<file path="src/rtl/bit_repeat_upsample_fifo.sv">
// Symbol-repeat upsampler with input FIFO for the BTLE TX path (bit source -> Gaussian filter).
// Build option BIT_REPEAT_UPSAMPLE_IDLE_HOLD_EN: hold the last symbol on out_data while idle.

// Generic FIFO: register-array storage with an occupancy counter.
// Latency: a written entry is visible on rd_data / empty one clock after the write.
// Backpressure: full is decoded from the count only, so it stays high on a same-cycle read.
module sync_fifo #(
  parameter int WIDTH = 8,
  parameter int DEPTH = 4
) (
  input  logic             clk,
  input  logic             rst,
  input  logic             wr_en,
  input  logic [WIDTH-1:0] wr_data,
  input  logic             rd_en,
  output logic [WIDTH-1:0] rd_data,
  output logic             empty,
  output logic             full
);
  localparam int AW = $clog2(DEPTH);
  localparam int CW = AW + 1;

  logic [WIDTH-1:0] mem [DEPTH];
  logic [AW-1:0]    wr_ptr;
  logic [AW-1:0]    rd_ptr;
  logic [CW-1:0]    count;

  assign rd_data = mem[rd_ptr];
  assign empty   = (count == '0);
  assign full    = (count == CW'(DEPTH));

  always_ff @(posedge clk or posedge rst) begin
    if (rst) begin
      wr_ptr <= '0;
      rd_ptr <= '0;
      count  <= '0;
    end else begin
      if (wr_en) wr_ptr <= wr_ptr + AW'(1);
      if (rd_en) rd_ptr <= rd_ptr + AW'(1);
      if (wr_en && !rd_en) count <= count + CW'(1);
      else if (!wr_en && rd_en) count <= count - CW'(1);
    end
  end

  // Storage needs no reset: the count alone defines which entries are live.
  always_ff @(posedge clk) begin
    if (wr_en) mem[wr_ptr] <= wr_data;
  end
endmodule

// Repeats each buffered symbol SAMPLE_PER_SYMBOL times, one strobe every CLK_PER_SAMPLE clocks.
// Latency: symbol pushed at edge N into an idle, empty block gives its first strobe after edge N+1.
// Backpressure: in_ready low while the FIFO holds FIFO_DEPTH entries; output side has no ready.
module bit_repeat_upsample_fifo #(
  parameter int SAMPLE_PER_SYMBOL = 8,
  parameter int CLK_PER_SAMPLE    = 2,
  parameter int SYMBOL_WIDTH      = 1,
  parameter int FIFO_DEPTH        = 4
) (
  input  logic                    clk,
  input  logic                    rst,
  input  logic [SYMBOL_WIDTH-1:0] in_data,
  input  logic                    in_valid,
  input  logic                    in_last,
  output logic                    in_ready,
  output logic [SYMBOL_WIDTH-1:0] out_data,
  output logic                    out_valid,
  output logic                    out_first,
  output logic                    out_last,
  output logic                    underrun
);
  localparam int PH_W = (CLK_PER_SAMPLE > 1) ? $clog2(CLK_PER_SAMPLE) : 1;
  localparam int SC_W = $clog2(SAMPLE_PER_SYMBOL);
  localparam logic [PH_W-1:0] PH_MAX = PH_W'(CLK_PER_SAMPLE - 1);
  localparam logic [SC_W-1:0] SC_MAX = SC_W'(SAMPLE_PER_SYMBOL - 1);

  typedef struct packed {
    logic                    last;
    logic [SYMBOL_WIDTH-1:0] data;
  } entry_t;

  typedef enum logic {IDLE, RUN} state_t;

  state_t                  state;
  entry_t                  wr_ent;
  entry_t                  head;
  logic                    fifo_empty;
  logic                    fifo_full;
  logic                    push;
  logic                    pop;
  logic [SYMBOL_WIDTH-1:0] cur_data;
  logic                    cur_last;
  logic                    cur_first;
  logic                    in_pkt;
  logic [PH_W-1:0]         ph;
  logic [SC_W-1:0]         sc;
  logic                    ph_wrap;
  logic                    sym_end;

  assign in_ready    = ~fifo_full;
  assign push        = in_valid & in_ready;
  assign wr_ent.last = in_last;
  assign wr_ent.data = in_data;

  assign ph_wrap = (ph == PH_MAX);
  assign sym_end = (state == RUN) & ph_wrap & (sc == SC_MAX);
  // A last symbol never chains into the next packet, which guarantees an idle gap.
  assign pop     = ~fifo_empty & ((state == IDLE) | (sym_end & ~cur_last));

  sync_fifo #(
    .WIDTH($bits(entry_t)),
    .DEPTH(FIFO_DEPTH)
  ) u_fifo (
    .clk    (clk),
    .rst    (rst),
    .wr_en  (push),
    .wr_data(wr_ent),
    .rd_en  (pop),
    .rd_data(head),
    .empty  (fifo_empty),
    .full   (fifo_full)
  );

  always_ff @(posedge clk or posedge rst) begin
    if (rst) begin
      state     <= IDLE;
      cur_data  <= '0;
      cur_last  <= 1'b0;
      cur_first <= 1'b0;
      in_pkt    <= 1'b0;
      ph        <= '0;
      sc        <= '0;
      underrun  <= 1'b0;
    end else if (state == IDLE) begin
      if (!fifo_empty) begin
        cur_data  <= head.data;
        cur_last  <= head.last;
        cur_first <= ~in_pkt;
        in_pkt    <= 1'b1;
        ph        <= '0;
        sc        <= '0;
        state     <= RUN;
      end
    end else begin
      if (!ph_wrap) begin
        ph <= ph + PH_W'(1);
      end else begin
        ph        <= '0;
        cur_first <= 1'b0;
        if (sc != SC_MAX) begin
          sc <= sc + SC_W'(1);
        end else begin
          sc <= '0;
          if (cur_last) begin
            in_pkt <= 1'b0;
            state  <= IDLE;
          end else if (!fifo_empty) begin
            cur_data <= head.data;
            cur_last <= head.last;
          end else begin
            // Starved mid-packet: in_pkt stays set so the late symbol continues this packet.
            underrun <= 1'b1;
            state    <= IDLE;
          end
        end
      end
    end
  end

  assign out_valid = (state == RUN) & (ph == '0);
  assign out_first = out_valid & cur_first & (sc == '0);
  assign out_last  = out_valid & cur_last & (sc == SC_MAX);

`ifdef BIT_REPEAT_UPSAMPLE_IDLE_HOLD_EN
  assign out_data = cur_data;
`else
  assign out_data = (state == RUN) ? cur_data : '0;
`endif
endmodule

</file>
<file path="config.mk">
export PLATFORM = sky130hd
export DESIGN_NAME = bit_repeat_upsample_fifo
export DESIGN_NICKNAME = d
export VERILOG_FILES = /design/src/rtl/bit_repeat_upsample_fifo.sv
export SDC_FILE = /design/constraint.sdc
export NUM_CORES = 1
export LEC_CHECK = 0
export CAP_MARGIN = 10
export CORE_AREA = 8 8 55 57
export CTS_CLUSTER_SIZE = 28
export DETAILED_ROUTE_END_ITERATION = 8
export DIE_AREA = 0 0 63 65
export GPL_TIMING_DRIVEN = 0
export HOLD_SLACK_MARGIN = 0.06
export PLACE_DENSITY = 0.8
export SYNTH_ARGS = -nofsm -noshare
export SYNTH_HDL_FRONTEND = slang
export SYNTH_HIERARCHICAL = 1
export SYNTH_SLANG_ARGS = --single-unit
</file>
<file path="constraint.sdc">
create_clock -name clk -period 3.6 [get_ports clk]
set_input_delay 0.9 -clock clk [delete_from_list [all_inputs] [get_ports clk]]
set_output_delay 0.9 -clock clk [all_outputs]
set_load 0.005 [all_outputs]
</file>
## After elaboration in Yosys (flattened, before gate mapping)

Memory sizes are Yosys's and may differ from the RTL's.
Cells that the tools add are included.

| word-level totals | value |
|---|---|
| register bits | 17 |
| bits in latches | 0 |
| RAM bits | 8 |
| memory bits (read-only) | 0 |
| input bits | 5 |
| output and inout bits | 6 |
| logic and storage cells | 92 |
| memories kept | 1 |

| operators by class | value |
|---|---|
| add/sub/neg operators | 6 |
| multiply operators | 0 |
| div/mod/pow operators | 0 |
| order comparisons | 0 |
| equal/unequal tests | 8 |
| shift operators | 0 |
| muxes and demuxes | 36 |
| bitwise logic cells | 18 |
| reductions and logical operators | 12 |

Memories:

| name | words | bits a word | rd ports | clocked after Yosys merged registers in | wr ports | RTL line | text |
|---|---|---|---|---|---|---|---|
| u_fifo.mem | 4 | 2 | 1 | 0 | 1 | 23 | `logic [WIDTH-1:0] mem [DEPTH];` |

Operators with widths:

| kind | count |
|---|---|
| two-way mux 1 bit | 30 |
| two-way mux 3 bit | 6 |
| bitwise AND 1 bit | 10 |
| NOT 1 bit | 7 |
| adder 3 x 1 -> 3 bit (second input constant) | 2 |
| == test 3 bit (second input constant) | 2 |
| zero test 3 bit | 2 |
| != test 2 bit (second input constant) | 3 |
| AND reduction 3 bit | 2 |
| AND reduction 5 bit | 1 |
| adder 2 x 1 -> 2 bit (second input constant) | 2 |
| != test 2 x 1 -> 1 bit (second input constant) | 2 |
| AND reduction 4 bit | 1 |
| != test 3 bit (second input constant) | 1 |
| subtractor 3 x 1 -> 3 bit (second input constant) | 1 |
| logical AND 1 bit | 2 |
| zero test 1 bit | 2 |
| AND reduction 2 bit | 1 |
| nonzero test 2 bit | 1 |
| adder 1 bit (second input constant) | 1 |
| bitwise OR 1 bit | 1 |

## Depth between registers and ports, before layout

| logic depth | value |
|---|---|
| depth in word-level cells | 8 |
| gate-level depth with buffers | 12 |
| depth with buffers taken out | 12 |

## Cells and area by module

Netlist, hierarchy kept.

By module, submodules not included:

| module | times used | cells an instance | area each (µm²) | seq. area each (µm²) |
|---|---|---|---|---|
| sync_fifo | 1 | 45 | 686.9 | 415.4 |
| bit_repeat_upsample_fifo | 1 | 54 | 573.0 | 250.2 |

## Worst setup path before layout

No wires, ideal clock.

| path | value |
|---|---|
| path kind | input to register |
| start point | in in_valid |
| end point | reg u_fifo.count[2] |
| setup time | 0.079 ns |
| data arrival time | 2.237 ns |
| required time | 3.521 ns |
| slack | 1.284 ns |
| stages | 7 |
| buffers on the path | 0 |
| cells stage by stage | nor2b_1 > ha_1 > inv_1 > fa_1 > xor2_1 > nor2_1 > xor2_1 |

| on the way | value |
|---|---|
| word-level cells in the longest chain between the ends | 4 |
| elaborated cells on any way between the ends | 6 |
| classes of those cells | mux (1); bitwise (1); reduce/logical (4) |

RTL lines:

| element | RTL line | text |
|---|---|---|
| start, declared | 63 | `input logic in_valid,` |
| bitwise AND 1 bit * | 101 | `assign push = in_valid & in_ready;` |
| zero test 1 bit | 41 | `else if (!wr_en && rd_en) count <= count - CW'(1);` |
| logical AND 1 bit | 41 |  |
| nonzero test 2 bit (no source line) | n/a |  |
| end signal, assigned | 40 | `if (wr_en && !rd_en) count <= count + CW'(1);` |
| end signal, assigned | 41 |  |
| end, declared | 26 | `logic [CW-1:0] count;` |

Mark *: on every way between the ends. The rest lies on a longest branch, timed or not.
A chain may end at the register's enable or synchronous reset.

## Worst setup path after layout

| path | value |
|---|---|
| start point | reg sc[0] |
| end point | out out_last |

| on the way | value |
|---|---|
| word-level cells in the longest chain between the ends | 2 |

RTL lines:

| element | RTL line | text |
|---|---|---|
| start, declared | 96 | `logic [SC_W-1:0] sc;` |
| start signal, assigned | 151 | `sc <= sc + SC_W'(1);` |
| == test 3 bit | 172 | `assign out_last = out_valid & cur_last & (sc == SC_MAX);` |
| bitwise AND 1 bit | 172 |  |
| end, declared | 69 | `output logic out_last,` |

No other way between the ends.

==> flow_metrics.py <==
metrics = {
    "status": {
        "run_status": "finished clean",
    },
    "finish": {
        "fin_cells": 141,
        "final_cell_mix": "dfrtp_1 (17), inv_1 (10), clkdlybuf4s50_1 (10)",
        "layout-drive-gt1-share": 0.142,
        "final_common_cell": "dfrtp_1",
        "fin_util": 0.663,
        "nets": 129,
        "synthToLayoutAreaGrowth_pct": 13.1,
        "antenna_cells": 0,
        "final_cell_area_um2": 1430,
    },
    "hold_path": {
        "worstHoldStart": "underrun$_DFFE_PP0P_",
        "holdPathEnd": "underrun$_DFFE_PP0P_",
        "min_path_cells": 1,
        "hp-class": "reg2reg",
    },
    "critical_path": {
        "rrSetupSlack_ns": 1.22,
        "r2r-end": "u_fifo/count[2]$_DFFE_PP0P_",
        "startpoint_type": "flip-flop",
        "end_kind": "primary output",
        "timing.rr.start": "sc[0]$_DFFE_PP0P_",
        "path_common_cell": "ha_1",
        "cp.required_ns": 2.70,
        "worstPathCellList": "ha_1 > ha_1 > and3_2 > clkdlybuf4s50_1",
        "critical_path_class": "reg2out",
        "reg2reg_depth": 12,
        "worstPathArrival_ns": 1.92,
        "max_stage_delay_ns": 0.44,
        "critPathMaxFanout": 5,
        "slowest_stage": "dfrtp_1",
    },
    "cts": {
        "clk-insertion-delay-late_ns": 0.33,
        "cts_tree": "done",
        "root_buffer": "clkbuf_4",
        "cts_buffer_depth": 2,
        "cts.sinks": 25,
        "cts_setup_buffers": 0,
        "path_clk_slew_ns": 0.13,
        "cts_resized": 0,
        "h-tree-depth": 1,
        "hold_buffers": 0,
        "cts_made_buffers": 3,
    },
    "place": {
        "place_hpwl_mm": 1.45,
        "place.gp.congestion": 0.811,
        "placed_cells": 137,
        "placed_area_um2": 1400,
        "io_buffers": 10,
    },
    "synthesis": {
        "synthCells": 99,
        "synth_nets": 114,
        "ys_seq_area_frac": 0.528,
        "ys_seq_elements": 25,
        "async_flop_share": 0.680,
        "synth_ff_type": "dfrtp_1",
        "synth_edf_count": 8,
        "ys_types": 34,
        "syn-cell-area_um2": 1260,
        "synth_area_per_cell_um2": 12.7,
        "yosys_warnings": 6,
    },
    "sta": {
        "finalSetupTns_ns": 0,
        "fin_skew_ns": 0.00635,
        "max_freq_mhz": 355,
        "slew_headroom": 0.706,
        "rsz0062_at_grt": "false",
        "finalSetupViolations": 0,
        "slew_viol_final": 0,
        "tightest_slew_ns": 0.441,
        "post-route-min-period_ns": 2.82,
        "post-route-period-util": 0.782,
        "timing.hold.ws_ns": 0.481,
        "hold_violations": 0,
    },
    "routing": {
        "drt_first_pass_iters": 3,
        "wire_per_inst_um": 13.4,
        "final_antenna_net_count": 0,
        "drt-initial-drc-count": 12,
        "vias": 743,
        "wl_mm": 1.89,
        "viasPerCell": 5.27,
        "drc_errors": 0,
    },
    "power": {
        "p_int_w": 0.000687,
        "power_frac_comb": 0.413,
        "pwr-share-seq": 0.465,
        "pwr-share-clk": 0.121,
        "switching_share": 0.359,
        "switchingPower_w": 0.000385,
        "leakage_nw": 0.621,
        "ir_drop_v": 0.000394,
        "p_per_area_nw_per_um2": 753,
    },
    "grt": {
        "grt_pass1_vias": 745,
        "grt_pass1_wl_mm": 3.26,
        "grt_overflow": 0,
        "antenna_found_initial": 0,
        "grt_max_degree": 16,
        "track_usage": 0.100,
    },
    "job": {
        "drv_cap": 0,
    },
    "floorplanning": {
        "coreArea_um2": 2150,
        "start_util": 0.586,
        "die_area_um2": 4100,
        "die_h_um": 65,
        "rows": 17,
        "pin_count": 11,
        "die_x_um": 63,
    },
}
==> worst max-delay path by stage <==
stage	cells after the start	from	slack (ns)	endpoint
6_report	4	sc[0]$_DFFE_PP0P_	0.78	out_last
5_1_grt	4	sc[0]$_DFFE_PP0P_	0.68	out_last
4_1_cts	4	sc[0]$_DFFE_PP0P_	0.76	out_last
3_5_place_dp	8	in_valid	0.67	u_fifo/count[2]$_DFFE_PP0P_
3_3_place_gp	8	in_valid	0.71	u_fifo/count[2]$_DFFE_PP0P_
2_1_floorplan	7	in_valid	1.28	u_fifo/count[2]$_DFFE_PP0P_
==> worst max-delay path, delay by kind of cell, from the launching register on <==
family	cells	cell delay (ns)
flops	1	0.44
buf+inv	1	0.44
simple gates	1	0.22
fa+ha+maj	2	0.49
==> registers in the layout, summed over array words and instances, names as in the netlist <==
name	cells
u_fifo/mem	8
sc	3
u_fifo/count	3
u_fifo/rd_ptr	2
u_fifo/wr_ptr	2
cur_data	1
cur_first	1
cur_last	1
in_pkt	1
ph	1
state	1
underrun	1
==> area by class of cell <==
type,count,area (µm²)
clock buffers,3,22.5
multi-input cells,61,531
flip-flops and latches,25,666
plain buffers,2,22.5
fillers,172,723
clock inverters,1,7.51
well taps,28,35.0
inverters,11,41.3
repair buffers,10,100
==> power by group through the flow <==
stage               combinational [W]  clock [W]  sequential (W)
floorplan                    0.000345          0        0.000482
global placement             0.000430          0        0.000500
detailed placement           0.000451          0        0.000509
CTS                          0.000454   0.000135        0.000501
global route                 0.000503   0.000147        0.000512
finish                       0.000443   0.000130        0.000499
==> synth_stat cells, drive strengths merged (2+ instances only) <==
cell | count | share of area
o21ai | 4 | 0.019
a31oi | 2 | 0.015
edfxtp | 8 | 0.19
xnor2 | 2 | 0.014
nor2 | 5 | 0.027
a21oi | 2 | 0.0079
mux2 | 2 | 0.021
nand2 | 6 | 0.018
buf | 2 | 0.018
nor3 | 3 | 0.012
ha | 9 | 0.089
inv | 11 | 0.033
and2 | 6 | 0.030
mux4 | 2 | 0.042
dfrtp | 17 | 0.34
a22o | 3 | 0.021
xor2 | 4 | 0.028
==> metal layers <==
| layer | vias up | GRT usage | part of all wire |
|---|---|---|---|
| met3 | 5 | 0.0275 | 0.037 |
| met1 | 361 | 0.107 | 0.45 |
| met2 | 11 | 0.172 | 0.49 |
| met5 | - | 0 | 0 |
| met4 | 0 | 0.0684 | 0.028 |
| li1 | 366 | - | - |
==> per-stage QoR <==
step	total power, W	setup WS (ns)
5_1_grt	0.00116	0.683
3_3_place_gp	0.000930	0.706
3_5_place_dp	0.000960	0.666
4_1_cts	0.00109	0.760
2_1_floorplan	0.000826	1.28
6_report	0.00107	0.785
==> cells by family (layout without fill, tap and decap cells) <==
group	Yosys count	count (layout)	synth area share
buffers and inverters	13	27	0.0506
XOR/XNOR	6	6	0.0417
flip-flops	25	25	0.528
AND/OR/NAND/NOR	27	27	0.130
adder cells (fa/ha/maj)	10	10	0.105
AO/OA/AOI/OAI	14	14	0.0814
multiplexers	4	4	0.0626
Note: power is estimated with default switching activity, not from simulation.
